<file path="config.mk">
export PLATFORM = sky130hd
export DESIGN_NAME = step_dir_filter_flat
export DESIGN_NICKNAME = d
export VERILOG_FILES = /design/src/rtl/step_dir_filter_if.sv /design/src/rtl/step_dir_filter.sv /design/src/flat_wrapper.sv
export SDC_FILE = /design/constraint.sdc
export NUM_CORES = 1
export LEC_CHECK = 0
export BUFFER_PORTS_ARGS = -buffer_cell sky130_fd_sc_hd__buf_2
export CAP_MARGIN = 0
export CORE_ASPECT_RATIO = 0.8
export CORE_UTILIZATION = 45
export DETAILED_ROUTE_END_ITERATION = 10
export PLACE_DENSITY = 0.79
export SYNTH_ARGS = -nofsm -noshare
export SYNTH_HDL_FRONTEND = slang
export SYNTH_SLANG_ARGS = --single-unit
export TNS_END_PERCENT = 5
</file>
<file path="constraint.sdc">
create_clock -name clk -period 2.12 [get_ports clk]
set_input_delay 0.106 -clock clk [delete_from_list [all_inputs] [get_ports clk]]
set_output_delay 0.106 -clock clk [all_outputs]
set_load 0.05 [all_outputs]
</file>
<file path="src/rtl/step_dir_filter_if.sv">
// Signal bundle for step_dir_filter: raw step/dir pins, control strobes
// and the qualified step/direction/position outputs.
// master = the side that drives the pins (controller or bench),
// slave  = the filter block itself.
interface step_dir_filter_if #(
   parameter int POS_W = 32
) ();
   logic             step_in;
   logic             dir_in;
   logic             enable;
   logic             invert_dir;
   logic             clear_pos;
   logic             clr_err;
   logic             step_pulse;
   logic             step_dir;
   logic [POS_W-1:0] position;
   logic             dir_err;

   modport master (
      output step_in, dir_in, enable, invert_dir, clear_pos, clr_err,
      input  step_pulse, step_dir, position, dir_err
   );

   modport slave (
      input  step_in, dir_in, enable, invert_dir, clear_pos, clr_err,
      output step_pulse, step_dir, position, dir_err
   );
endinterface

</file>
<file path="src/rtl/step_dir_filter.sv">
// step_dir_filter: synchronizes and glitch-filters a raw STEP/DIR pin pair,
// emits a one-cycle step strobe with its qualified direction, flags
// direction-setup violations and optionally tracks a signed position.
// Optional feature macro: STEP_DIR_FILTER_POSITION_EN enables the position
// counter and clear_pos; without it position is tied to zero.
module step_dir_filter #(
   parameter int FILTER_LEN = 4,
   parameter int DIR_SETUP  = 2,
   parameter int POS_W      = 32
) (
   input logic               clk,
   input logic               resetn,
   step_dir_filter_if.slave  bus
);

   localparam logic [7:0] FL_LAST = 8'(FILTER_LEN - 1);
   localparam logic [7:0] DS_SAT  = 8'(DIR_SETUP);

   logic       r_step_s1, r_step_s2, r_dir_s1, r_dir_s2;
   logic       r_step_f, r_step_f_d, r_dir_f;
   logic [7:0] r_step_cnt, r_dir_cnt, r_since;
   logic       r_step_pulse, r_step_dir, r_dir_err;

   logic       w_step_toggle, w_dir_toggle, w_step_rise;
   logic       w_issue, w_viol;

   // The filtered level flips on the cycle its counter would reach FILTER_LEN.
   assign w_step_toggle = (r_step_s2 != r_step_f) && (r_step_cnt == FL_LAST);
   assign w_dir_toggle  = (r_dir_s2 != r_dir_f) && (r_dir_cnt == FL_LAST);
   assign w_step_rise   = r_step_f & ~r_step_f_d;
   // Edges seen while disabled are dropped, never queued.
   assign w_issue       = w_step_rise & bus.enable;
   assign w_viol        = w_issue & (r_since < DS_SAT);

   // Two-flop synchronizers for both raw pins.
   always_ff @(posedge clk or negedge resetn) begin
      if (!resetn) begin
         r_step_s1 <= 1'b0;
         r_step_s2 <= 1'b0;
         r_dir_s1  <= 1'b0;
         r_dir_s2  <= 1'b0;
      end else begin
         r_step_s1 <= bus.step_in;
         r_step_s2 <= r_step_s1;
         r_dir_s1  <= bus.dir_in;
         r_dir_s2  <= r_dir_s1;
      end
   end

   // Step glitch filter: count disagreeing cycles, flip level on the FILTER_LEN-th.
   always_ff @(posedge clk or negedge resetn) begin
      if (!resetn) begin
         r_step_f   <= 1'b0;
         r_step_cnt <= 8'd0;
      end else if (r_step_s2 != r_step_f) begin
         if (w_step_toggle) begin
            r_step_f   <= ~r_step_f;
            r_step_cnt <= 8'd0;
         end else begin
            r_step_cnt <= r_step_cnt + 8'd1;
         end
      end else begin
         r_step_cnt <= 8'd0;
      end
   end

   // Direction glitch filter, same rule as the step filter.
   always_ff @(posedge clk or negedge resetn) begin
      if (!resetn) begin
         r_dir_f   <= 1'b0;
         r_dir_cnt <= 8'd0;
      end else if (r_dir_s2 != r_dir_f) begin
         if (w_dir_toggle) begin
            r_dir_f   <= ~r_dir_f;
            r_dir_cnt <= 8'd0;
         end else begin
            r_dir_cnt <= r_dir_cnt + 8'd1;
         end
      end else begin
         r_dir_cnt <= 8'd0;
      end
   end

   // Delayed filtered step level for rising-edge detection.
   always_ff @(posedge clk or negedge resetn) begin
      if (!resetn) begin
         r_step_f_d <= 1'b0;
      end else begin
         r_step_f_d <= r_step_f;
      end
   end

   // Cycles since the last accepted direction change, saturating at DIR_SETUP.
   always_ff @(posedge clk or negedge resetn) begin
      if (!resetn) begin
         r_since <= DS_SAT;
      end else if (w_dir_toggle) begin
         r_since <= 8'd0;
      end else if (r_since < DS_SAT) begin
         r_since <= r_since + 8'd1;
      end else begin
         r_since <= r_since;
      end
   end

   // Step strobe and its direction, captured at the accepted step edge.
   always_ff @(posedge clk or negedge resetn) begin
      if (!resetn) begin
         r_step_pulse <= 1'b0;
         r_step_dir   <= 1'b0;
      end else begin
         r_step_pulse <= w_issue;
         if (w_issue) begin
            r_step_dir <= r_dir_f ^ bus.invert_dir;
         end else begin
            r_step_dir <= r_step_dir;
         end
      end
   end

   // Sticky setup-violation flag; a new violation beats a same-cycle clear.
   always_ff @(posedge clk or negedge resetn) begin
      if (!resetn) begin
         r_dir_err <= 1'b0;
      end else if (w_viol) begin
         r_dir_err <= 1'b1;
      end else if (bus.clr_err) begin
         r_dir_err <= 1'b0;
      end else begin
         r_dir_err <= r_dir_err;
      end
   end

   assign bus.step_pulse = r_step_pulse;
   assign bus.step_dir   = r_step_dir;
   assign bus.dir_err    = r_dir_err;

`ifdef STEP_DIR_FILTER_POSITION_EN
   logic [POS_W-1:0] r_position;

   // Signed position: clear wins over a same-cycle step, wraps freely.
   always_ff @(posedge clk or negedge resetn) begin
      if (!resetn) begin
         r_position <= {POS_W{1'b0}};
      end else if (bus.clear_pos) begin
         r_position <= {POS_W{1'b0}};
      end else if (r_step_pulse) begin
         if (r_step_dir) begin
            r_position <= r_position + {{(POS_W-1){1'b0}}, 1'b1};
         end else begin
            r_position <= r_position - {{(POS_W-1){1'b0}}, 1'b1};
         end
      end else begin
         r_position <= r_position;
      end
   end

   assign bus.position = r_position;
`else
   logic w_unused_clear_pos;

   assign w_unused_clear_pos = bus.clear_pos;
   assign bus.position       = {POS_W{1'b0}};
`endif

endmodule

</file>
<file path="src/flat_wrapper.sv">
// flat-port wrapper written by rule: the top's interface ports become plain ports
module step_dir_filter_flat 
#(
   parameter int FILTER_LEN = 4,
   parameter int DIR_SETUP  = 2,
   parameter int POS_W      = 32
)
  (clk, resetn, bus_step_in, bus_dir_in, bus_enable, bus_invert_dir, bus_clear_pos, bus_clr_err, bus_step_pulse, bus_step_dir, bus_position, bus_dir_err);
  step_dir_filter_if #(.POS_W(POS_W)) bus_i ();
  input logic clk;
  input logic resetn;
  input wire logic [$bits(bus_i.step_in)-1:0] bus_step_in;
  input wire logic [$bits(bus_i.dir_in)-1:0] bus_dir_in;
  input wire logic [$bits(bus_i.enable)-1:0] bus_enable;
  input wire logic [$bits(bus_i.invert_dir)-1:0] bus_invert_dir;
  input wire logic [$bits(bus_i.clear_pos)-1:0] bus_clear_pos;
  input wire logic [$bits(bus_i.clr_err)-1:0] bus_clr_err;
  output wire logic [$bits(bus_i.step_pulse)-1:0] bus_step_pulse;
  output wire logic [$bits(bus_i.step_dir)-1:0] bus_step_dir;
  output wire logic [$bits(bus_i.position)-1:0] bus_position;
  output wire logic [$bits(bus_i.dir_err)-1:0] bus_dir_err;
  assign bus_i.step_in = bus_step_in;
  assign bus_i.dir_in = bus_dir_in;
  assign bus_i.enable = bus_enable;
  assign bus_i.invert_dir = bus_invert_dir;
  assign bus_i.clear_pos = bus_clear_pos;
  assign bus_i.clr_err = bus_clr_err;
  assign bus_step_pulse = bus_i.step_pulse;
  assign bus_step_dir = bus_i.step_dir;
  assign bus_position = bus_i.position;
  assign bus_dir_err = bus_i.dir_err;
  step_dir_filter #(.FILTER_LEN(FILTER_LEN), .DIR_SETUP(DIR_SETUP), .POS_W(POS_W)) u_core (.clk(clk), .resetn(resetn), .bus(bus_i));
endmodule
</file>
## After elaboration in Yosys (flattened, before gate mapping)

Index checks and enable logic that the tools add are counted.

| word-level totals | value |
|---|---|
| bits in registers | 34 |
| latch bits | 0 |
| RAM bits | 0 |
| memory bits (read-only) | 0 |
| input bits | 8 |
| output and inout bits | 35 |
| word-level logic and storage cells | 42 |
| memories kept | 0 |

| cells by class | value |
|---|---|
| add/sub/neg operators | 3 |
| $mul | 0 |
| div/mod/pow operators | 0 |
| order comparisons | 1 |
| equal/unequal tests | 4 |
| shifts and indexed selects | 0 |
| mux-type cells | 8 |
| bitwise operators | 7 |
| reduce and logical (&&, ||, !) cells | 6 |

Operators with widths:

| cell | count |
|---|---|
| 8-bit 2-to-1 mux | 6 |
| 8-bit by 1-bit adder with 8-bit output, second input constant | 3 |
| 8-bit by 2-bit == test with 1-bit output, second input constant | 2 |
| 8-bit by 2-bit less-than comparator with 1-bit output, second input constant | 1 |
| 2-bit AND reduction | 2 |
| 2-bit nonzero test | 2 |
| 1-bit bitwise AND | 3 |
| 1-bit NOT | 3 |
| 1-bit logical AND | 2 |
| 1-bit 2-to-1 mux | 2 |
| 1-bit inequality test | 2 |
| 1-bit bitwise XOR | 1 |

## Depth between registers and ports, before layout

Gate-level depths: netlist of run 1.

| depth | value |
|---|---|
| depth in word-level cells | 5 |
| mapped depth | 4 |
| depth with buffers taken out | 4 |

## Worst setup path before layout of run 1

Ideal clock, no wire load.

| path | value |
|---|---|
| path type | flip-flop to flip-flop |
| start | reg u_core.r_step_cnt[0] |
| end | reg u_core.r_step_f |
| library setup time | 125 ps |
| data arrival time | 1538 ps |
| slack | 457 ps |
| cell stages (with the launch flop) | 5 |
| period minus slack after synthesis | 1663 ps |
| path through | dfrtp_1 ha_1 or4b_4 nor4_2 mux2_2 |

| on the way | value |
|---|---|
| cells in the longest elaborated chain, start to end | 3 |

Ends and longest elaborated chain:

| element | RTL line | text |
|---|---|---|
| start, declared | step_dir_filter.sv:21 | `logic [7:0] r_step_cnt, r_dir_cnt, r_since;` |
| start signal, assigned | step_dir_filter.sv:60 | `r_step_cnt <= r_step_cnt + 8'd1;` |
| 8-bit by 2-bit == test with 1-bit output | step_dir_filter.sv:28 | `assign w_step_toggle = (r_step_s2 != r_step_f) && (r_step_cnt == FL_LAST);` |
| 1-bit logical AND | step_dir_filter.sv:28 |  |
| 2-bit AND reduction (no line) | n/a |  |
| end signal, assigned | step_dir_filter.sv:57 | `r_step_f <= ~r_step_f;` |
| end, declared | step_dir_filter.sv:20 | `logic r_step_f, r_step_f_d, r_dir_f;` |

No other way between the ends.
A chain may end at the register's enable or synchronous reset.

## Worst setup path in the final report of run 1

| path | value |
|---|---|
| start | reg u_core.r_step_cnt[0] |
| end | reg u_core.r_step_cnt[2] |

| on the way | value |
|---|---|
| cells in the longest elaborated chain, start to end | 4 |
| elaborated cells between the ends (all ways) | 5 |

Ends and longest elaborated chain:

| element | RTL line | text |
|---|---|---|
| branches (longest 2 deep; another with 8-bit by 1-bit adder with 8-bit output) | n/a |  |
| 8-bit 2-to-1 mux (*) | step_dir_filter.sv:56 | `if (w_step_toggle) begin` |
| 8-bit 2-to-1 mux (*) | step_dir_filter.sv:55 | `end else if (r_step_s2 != r_step_f) begin` |

Mark *: on every way between the ends.

==> metrics.md, run 1 <==
| Metric | Value |
|---|---|
| Status | `finished, violations left` |
| Failing checks | `design-rule violations` |
| Setup bufs post-CTS | `0` |
| Pre-Repair DR Iteration Count | `9` |
| Yosys warning total | `0` |
| Final core utilization | `0.513` |
| Critical Path Stages | `4` |
| Most frequent cells in the layout | `dfrtp_1 (33), conb_1 (32), nor2_1 (12)` |
| # fillers | `324` |
| Synth Area in Compound Gates | `0.0796` |
| Primary FF master, synth | `dfrtp_1` |
| Pwr/cell area | `1100 nW/um^2` |
| Worst Tran Pin Value | `747 ps` |
| Switching power | `0.699 mW` |
| Largest family of logic cells by synthesized area | `simple AND/OR/NAND/NOR gates` |
| FF-to-FF path depth | `4` |
| Tot Pwr | `1.99 mW` |
| Post-DP Area | `1670 um^2` |
| First-pass GRT wire length | `4240 um` |
| Final setup fails | `0` |
| R2r endpoint | `u_core.r_step_cnt[2]$_DFF_PN0_` |
| Multiplexer area fraction after synthesis | `0.00664` |
| Post-synth top area share | `0.487` |
| Crit path largest cell delay | `510 ps` |
| Hold crit path type | `input pin to flip-flop` |
| CP startpoint kind | `flip-flop` |
| Via density | `4.76` |
| Post-Synth XOR/XNOR Area | `0.0516` |
| Grt total ovfl | `0` |
| CP required | `2280 ps` |
| Clock Latency Late Sink | `290 ps` |
| Fin cells | `221` |
| Final period utilization | `0.837` |
| WL per Instance | `11.3 um` |
| Setup TNS | `0 ps` |
| DRC errors left | `4` |
| Worst Skew | `10.8 ps` |
| Synthesized flop and latch total | `34` |
| Placement Setup Slack | `319 ps` |
| Register area share after synthesis | `0.502` |
| Most common cell after layout, fill and taps aside | `dfrtp_1` |
| Max rail drop VDD | `0.000541 V` |
| Reg2Reg Setup Slack | `350 ps` |
| WP buf/inv | `0` |
| Layout Nets | `189` |
| Final-report max-slew violation count | `0` |
| Setup ws final | `345 ps` |
| Initial antenna violation count | `0` |
| Largest area contributor in the synthesized netlist | `dfrtp_1` |
| Drt total wl | `2490 um` |
| Antenna Nets Post-Route | `0` |
| RSZ-0062 raised after global routing | `no` |
| CTS hold repair buffers | `3` |
| Clk slew on worst S/H paths | `70 ps` |
| Slowest CP cell | `or4b_4` |
| Hold path cells | `2` |
| Avg Inst Size Synth | `10.5 um^2` |
| Share of cells above drive strength 1 | `0.134` |
| Row count | `19` |
| Initial core utilization | `0.482` |
| CP arrival | `1930 ps` |
| Largest delay contributor family on the critical path | `simple AND/OR/NAND/NOR gates` |
| Clock Tree Root | `clkbuf_8` |
| WHS | `17.5 ps` |
| Total routing usage reported by global routing | `0.140` |
| Clk pwr share | `0.292` |
| Synth-to-layout area growth | `6.42%` |
| Largest net degree at the start of global routing | `35` |
| Slew Limit Headroom | `0.502` |
| Max Clk Rate | `563 MHz` |
| Worst path cell trace | `ha_1 > or4b_4 > o41ai_4 > nor2_1` |
| Synth Area in Adders | `0.0221` |
| FF-to-FF Start | `u_core.r_step_cnt[0]$_DFF_PN0_` |
| Final GP Congestion | `0.722` |
| Design area | `1810 um^2` |
| Clock Tree Buf Depth | `2` |
| Power share of the combinational group | `0.274` |
| Cells after DPL | `210` |
| H-tree depth | `2` |
| Sw Share | `0.352` |
| Leakage | `0.848 nW` |
| Post-CTS sizing | `0` |
| Detailed placer's ending HPWL | `1780 um` |
| Post-Syn Area | `1700 um^2` |
| Initial DRC count | `38` |
| DR vias | `1053` |
| CTS tree | `built` |
| Num Clock Sinks | `34` |
| P_int | `1.29 mW` |
| DIE AREA | `4020 um^2` |
| Yosys cell types | `31` |
| DIE HEIGHT | `56.9 um` |
| Diode count | `0` |
| WS Path Type | `flip-flop to flip-flop` |
| Num ports | `43` |
| Top post-synthesis cells by area | `dfrtp_1 (49%), buf_4 (14%), xor2_1 (3.1%)` |
| Max cap viols | `0` |
| Endpoint type of the worst setup path | `flip-flop` |
| Final hold violation count | `0` |
| Hold_sp | `bus_clr_err` |
| Post-route minimum period | `1770 ps` |
| Simple-Gate Fraction of Synth Area | `0.180` |
| Post-Syn Instances | `161` |
| Max FO, Critical Path | `8` |
| # port buffers | `9` |
| Vias in the first global route | `960` |
| Number of enable flip-flop cells after synthesis | `0` |
| Clock buffer count from CTS | `5` |
| Die width | `70.7 um` |
| Power share of the sequential group | `0.434` |
| FFs w/ async S/R, synth | `1.00` |
| Hold endpoint | `u_core.bus.dir_err$_DFFE_PN0P_` |
| Core Region | `3520 um^2` |
sequential cells by signal, indices dropped and copies added (netlist names):
name / flops
u_core.bus.step_dir: 1
u_core.r_dir_s1: 1
u_core.r_step_cnt: 8
u_core.r_since: 8
u_core.r_dir_f: 1
u_core.r_step_s1: 1
u_core.r_step_s2: 1
u_core.r_step_f: 1
u_core.bus.dir_err: 1
u_core.r_dir_cnt: 8
u_core.r_dir_s2: 1
u_core.bus.step_pulse: 1
u_core.r_step_f_d: 1
layout make-up:
cell class	instances	area, um^2	area share
inverter	5	18.8	0.0104
clock inverter	2	37.5	0.0208
multi-input combinational	120	697	0.386
sequential	34	852	0.472
tap	42	52.6	0.0291
timing repair buffer	12	75.1	0.0416
clock buffer	6	72.6	0.0402
Yosys cell counts, drive strengths merged, types with 3 or more instances:
| cell | instances |
|---|---|
| a21oi | 9 |
| and2 | 5 |
| buf | 32 |
| dfrtp | 33 |
| ha | 3 |
| inv | 5 |
| nand2 | 5 |
| nand3 | 9 |
| nor2 | 12 |
| o21ai | 10 |
| or3 | 8 |
| xnor2 | 4 |
| xor2 | 6 |
routing by layer:
metal,GRT usage,share of wire,vias to the layer above
met3,0.0700,0.053,4
met1,0.179,0.47,503
met5,0,0,-
li1,-,-,521
met4,0.0543,0.011,0
met2,0.204,0.47,25
power groups by stage:
stage	Combinational [mW]	Sequential [mW]	Clock, mW
2_1_floorplan	0.463	0.898	0
3_3_place_gp	0.536	0.869	0
3_5_place_dp	0.548	0.874	0
4_1_cts	0.552	0.863	0.604
5_1_grt	0.606	0.881	0.631
6_report	0.544	0.863	0.580
cells by family after synthesis:
group,count (synthesis)
compound gates,21
xor+xnor,10
fa+ha+maj,3
buf+inv,38
flops,34
mux,1
other cells,1
simple gates,53
how the worst max path moves through the flow:
stage                                               from                              to  slack (ps)
after floorplan           u_core.r_step_cnt[0]$_DFF_PN0_     u_core.r_step_f$_DFFE_PN0P_         460
after global placement    u_core.r_step_cnt[0]$_DFF_PN0_  u_core.r_step_cnt[4]$_DFF_PN0_         370
after detailed placement  u_core.r_step_cnt[0]$_DFF_PN0_  u_core.r_step_cnt[2]$_DFF_PN0_         320
after CTS                 u_core.r_step_cnt[0]$_DFF_PN0_  u_core.r_step_cnt[2]$_DFF_PN0_         320
after global routing      u_core.r_step_cnt[0]$_DFF_PN0_  u_core.r_step_cnt[4]$_DFF_PN0_         210
final                     u_core.r_step_cnt[0]$_DFF_PN0_  u_core.r_step_cnt[2]$_DFF_PN0_         350
Note: power is estimated with default switching activity, not from simulation.
==> run 2: changes to the inputs <==
Settings changed: ABC_AREA set to 1.
Clock period 2.12 ns to 1.7 ns, I/O delays scaled along.
==> metrics.md, run 2 <==
| Metric | Value |
|---|---|
| Slew Limit Headroom | `0.517` |
| Leakage | `0.987 nW` |
| Initial antenna violation count | `0` |
| Primary FF master, synth | `dfrtp_1` |
| DRC errors left | `0` |
| Drt total wl | `2530 um` |
| Endpoint type of the worst setup path | `flip-flop` |
| FF-to-FF path depth | `6` |
| Max Clk Rate | `784 MHz` |
| First-pass GRT wire length | `4370 um` |
| DR vias | `1179` |
| RSZ-0062 raised after global routing | `no` |
| Worst Skew | `7.98 ps` |
| CP required | `1870 ps` |
| Yosys warning total | `0` |
| Largest net degree at the start of global routing | `35` |
| Num Clock Sinks | `34` |
| Clk slew on worst S/H paths | `70 ps` |
| DIE HEIGHT | `57.8 um` |
| P_int | `1.63 mW` |
| R2r endpoint | `u_core.r_dir_cnt[0]$_DFF_PN0_` |
| CP startpoint kind | `flip-flop` |
| Power share of the sequential group | `0.426` |
| Most frequent cell after synthesis | `nand2_1` |
| Tot Pwr | `2.53 mW` |
| Worst path cell trace | `ha_1 > nand2_1 > nor2_1 > nand3_1 > nand2_1 > nor2_1` |
| CTS tree | `built` |
| # fillers | `345` |
| Synthesized flop and latch total | `34` |
| Power share of the combinational group | `0.273` |
| Switching power | `0.895 mW` |
| Initial core utilization | `0.492` |
| Hold crit path type | `input pin to flip-flop` |
| Setup TNS | `0 ps` |
| Final setup fails | `0` |
| Post-route minimum period | `1280 ps` |
| Avg Inst Size Synth | `8.35 um^2` |
| Diode count | `0` |
| H-tree depth | `2` |
| Total routing usage reported by global routing | `0.142` |
| Number of enable flip-flop cells after synthesis | `0` |
| Final GP Congestion | `0.814` |
| Num ports | `43` |
| Post-Syn Area | `1750 um^2` |
| FF-to-FF Start | `u_core.r_dir_cnt[0]$_DFF_PN0_` |
| WS Path Type | `flip-flop to flip-flop` |
| Biggest registers after layout | `u_core.r_dir_cnt (8), u_core.r_since (8), u_core.r_step_cnt (8)` |
| Initial DRC count | `98` |
| CP arrival | `1440 ps` |
| Register area share after synthesis | `0.486` |
| WL per Instance | `9.26 um` |
| Slowest CP cell | `dfrtp_1` |
| Max cap viols | `0` |
| Worst Setup EP | `u_core.r_dir_cnt[0]$_DFF_PN0_` |
| Clock buffer count from CTS | `5` |
| Sw Share | `0.354` |
| Crit path largest cell delay | `390 ps` |
| Max FO, Critical Path | `4` |
| Via density | `4.32` |
| Final hold violation count | `0` |
| CP startpoint | `u_core.r_dir_cnt[0]$_DFF_PN0_` |
| FFs w/ async S/R, synth | `1.00` |
| Pwr/cell area | `1340 nW/um^2` |
| Post-synth top area share | `0.471` |
| Final-report max-slew violation count | `0` |
| Pre-Repair DR Iteration Count | `4` |
| Core Region | `3570 um^2` |
| Top post-synthesis cells by area | `dfrtp_1 (47%), buf_4 (14%), nand2_1 (8.4%)` |
| Post-CTS sizing | `0` |
| Clock Tree Root | `clkbuf_8` |
| # port buffers | `9` |
| Clock Latency Late Sink | `290 ps` |
| Most frequent cells in the layout | `nand2_1 (39), nor2_1 (35), dfrtp_1 (33)` |
| Worst Tran Pin Value | `725 ps` |
| Clk pwr share | `0.301` |
| Commonest cells post-synth | `nand2_1 (39), nor2_1 (35), dfrtp_1 (33), buf_4 (32), inv_1 (27)` |
| DIE AREA | `4150 um^2` |
| Reg2Reg Setup Slack | `420 ps` |
| Vias in the first global route | `1065` |
| Synth-to-layout area growth | `7.85%` |
| Clock Tree Buf Depth | `2` |
| Post-Syn Instances | `210` |
| Die width | `71.8 um` |
| Layout Nets | `241` |
| Share of cells above drive strength 1 | `0.0952` |
| Largest area contributor in the synthesized netlist | `dfrtp_1` |
| Detailed placer's ending HPWL | `1830 um` |
| Grt total ovfl | `0` |
| Row count | `19` |
| Yosys cell types | `19` |
| Most common cell after layout, fill and taps aside | `nand2_1` |
| Max rail drop VDD | `0.000814 V` |
| Final period utilization | `0.750` |
| Status | `finished clean` |
| Antenna Nets Post-Route | `0` |
run 2: cell type report:
type,count,area [um^2],area share
Clock buffer,7,86.3,0.0457
Tap cell,42,52.6,0.0278
Clock inverter,1,30.0,0.0159
Inverter,27,101,0.0536
Sequential cell,34,852,0.451
Multi-Input combinational cell,148,676,0.357
Timing Repair Buffer,14,92.6,0.0490
run 2: worst max-delay path, delay by kind of cell (launching register included):
kind	cells	cell delay, ps
flops	1	390
simple gates	5	520
fa+ha+maj	1	240
run 2: cells by family (layout without fill, tap and decap cells):
family,Yosys count,in the layout,synth area share
simple gates,98,98,0.235
flops,34,34,0.486
fa+ha+maj,3,3,0.0214
other cells,1,32,0.00214
buf+inv,59,49,0.195
xor+xnor,7,7,0.0350
compound gates,8,8,0.0257
run 2: metal layers:
metal,global-route usage,vias to the layer above,routed length [um]
li1,-,615,-
met1,0.192,523,1300
met2,0.202,36,1080
met3,0.0417,5,109
met4,0.0896,0,46
met5,0,-,0
run 2: timing repair:
action	CTS	global route
hold buffers	4	0
endpoints found under the setup margin	0	0
setup buffers	0	0
hold endpoints to repair	36	0
run 2: worst min path at each step:
stage | cells after the start | from | slack [ps] | endpoint
after floorplan | 0 | resetn | -210 | u_core.bus.dir_err$_DFFE_PN0P_
after global placement | 1 | resetn | 190 | u_core.r_step_cnt[7]$_DFF_PN0_
after detailed placement | 1 | resetn | 190 | u_core.r_step_cnt[5]$_DFF_PN0_
after CTS | 3 | bus_enable | 60 | u_core.bus.step_pulse$_DFF_PN0_
after global routing | 3 | bus_enable | 60 | u_core.bus.step_pulse$_DFF_PN0_
final | 3 | bus_enable | 70 | u_core.bus.step_pulse$_DFF_PN0_
run 2: per-stage QoR:
step	instance area (um^2)	setup slack, ps	instances	hold slack (ps)	util
2_1_floorplan	1870	607	241	-211	-
3_3_place_gp	1730	481	261	190	0.486
3_5_place_dp	1730	458	261	188	0.486
4_1_cts	1890	441	273	56.0	0.530
5_1_grt	1890	321	273	60.0	0.530
6_report	1890	425	273	69.6	0.530
run 2: power by group through the flow:
stage / clock [mW] / combinational (mW) / sequential, mW
3_5_place_dp: 0 / 0.683 / 1.09
5_1_grt: 0.815 / 0.772 / 1.10
2_1_floorplan: 0 / 0.549 / 1.13
6_report: 0.762 / 0.690 / 1.08
4_1_cts: 0.781 / 0.696 / 1.08
3_3_place_gp: 0 / 0.672 / 1.08
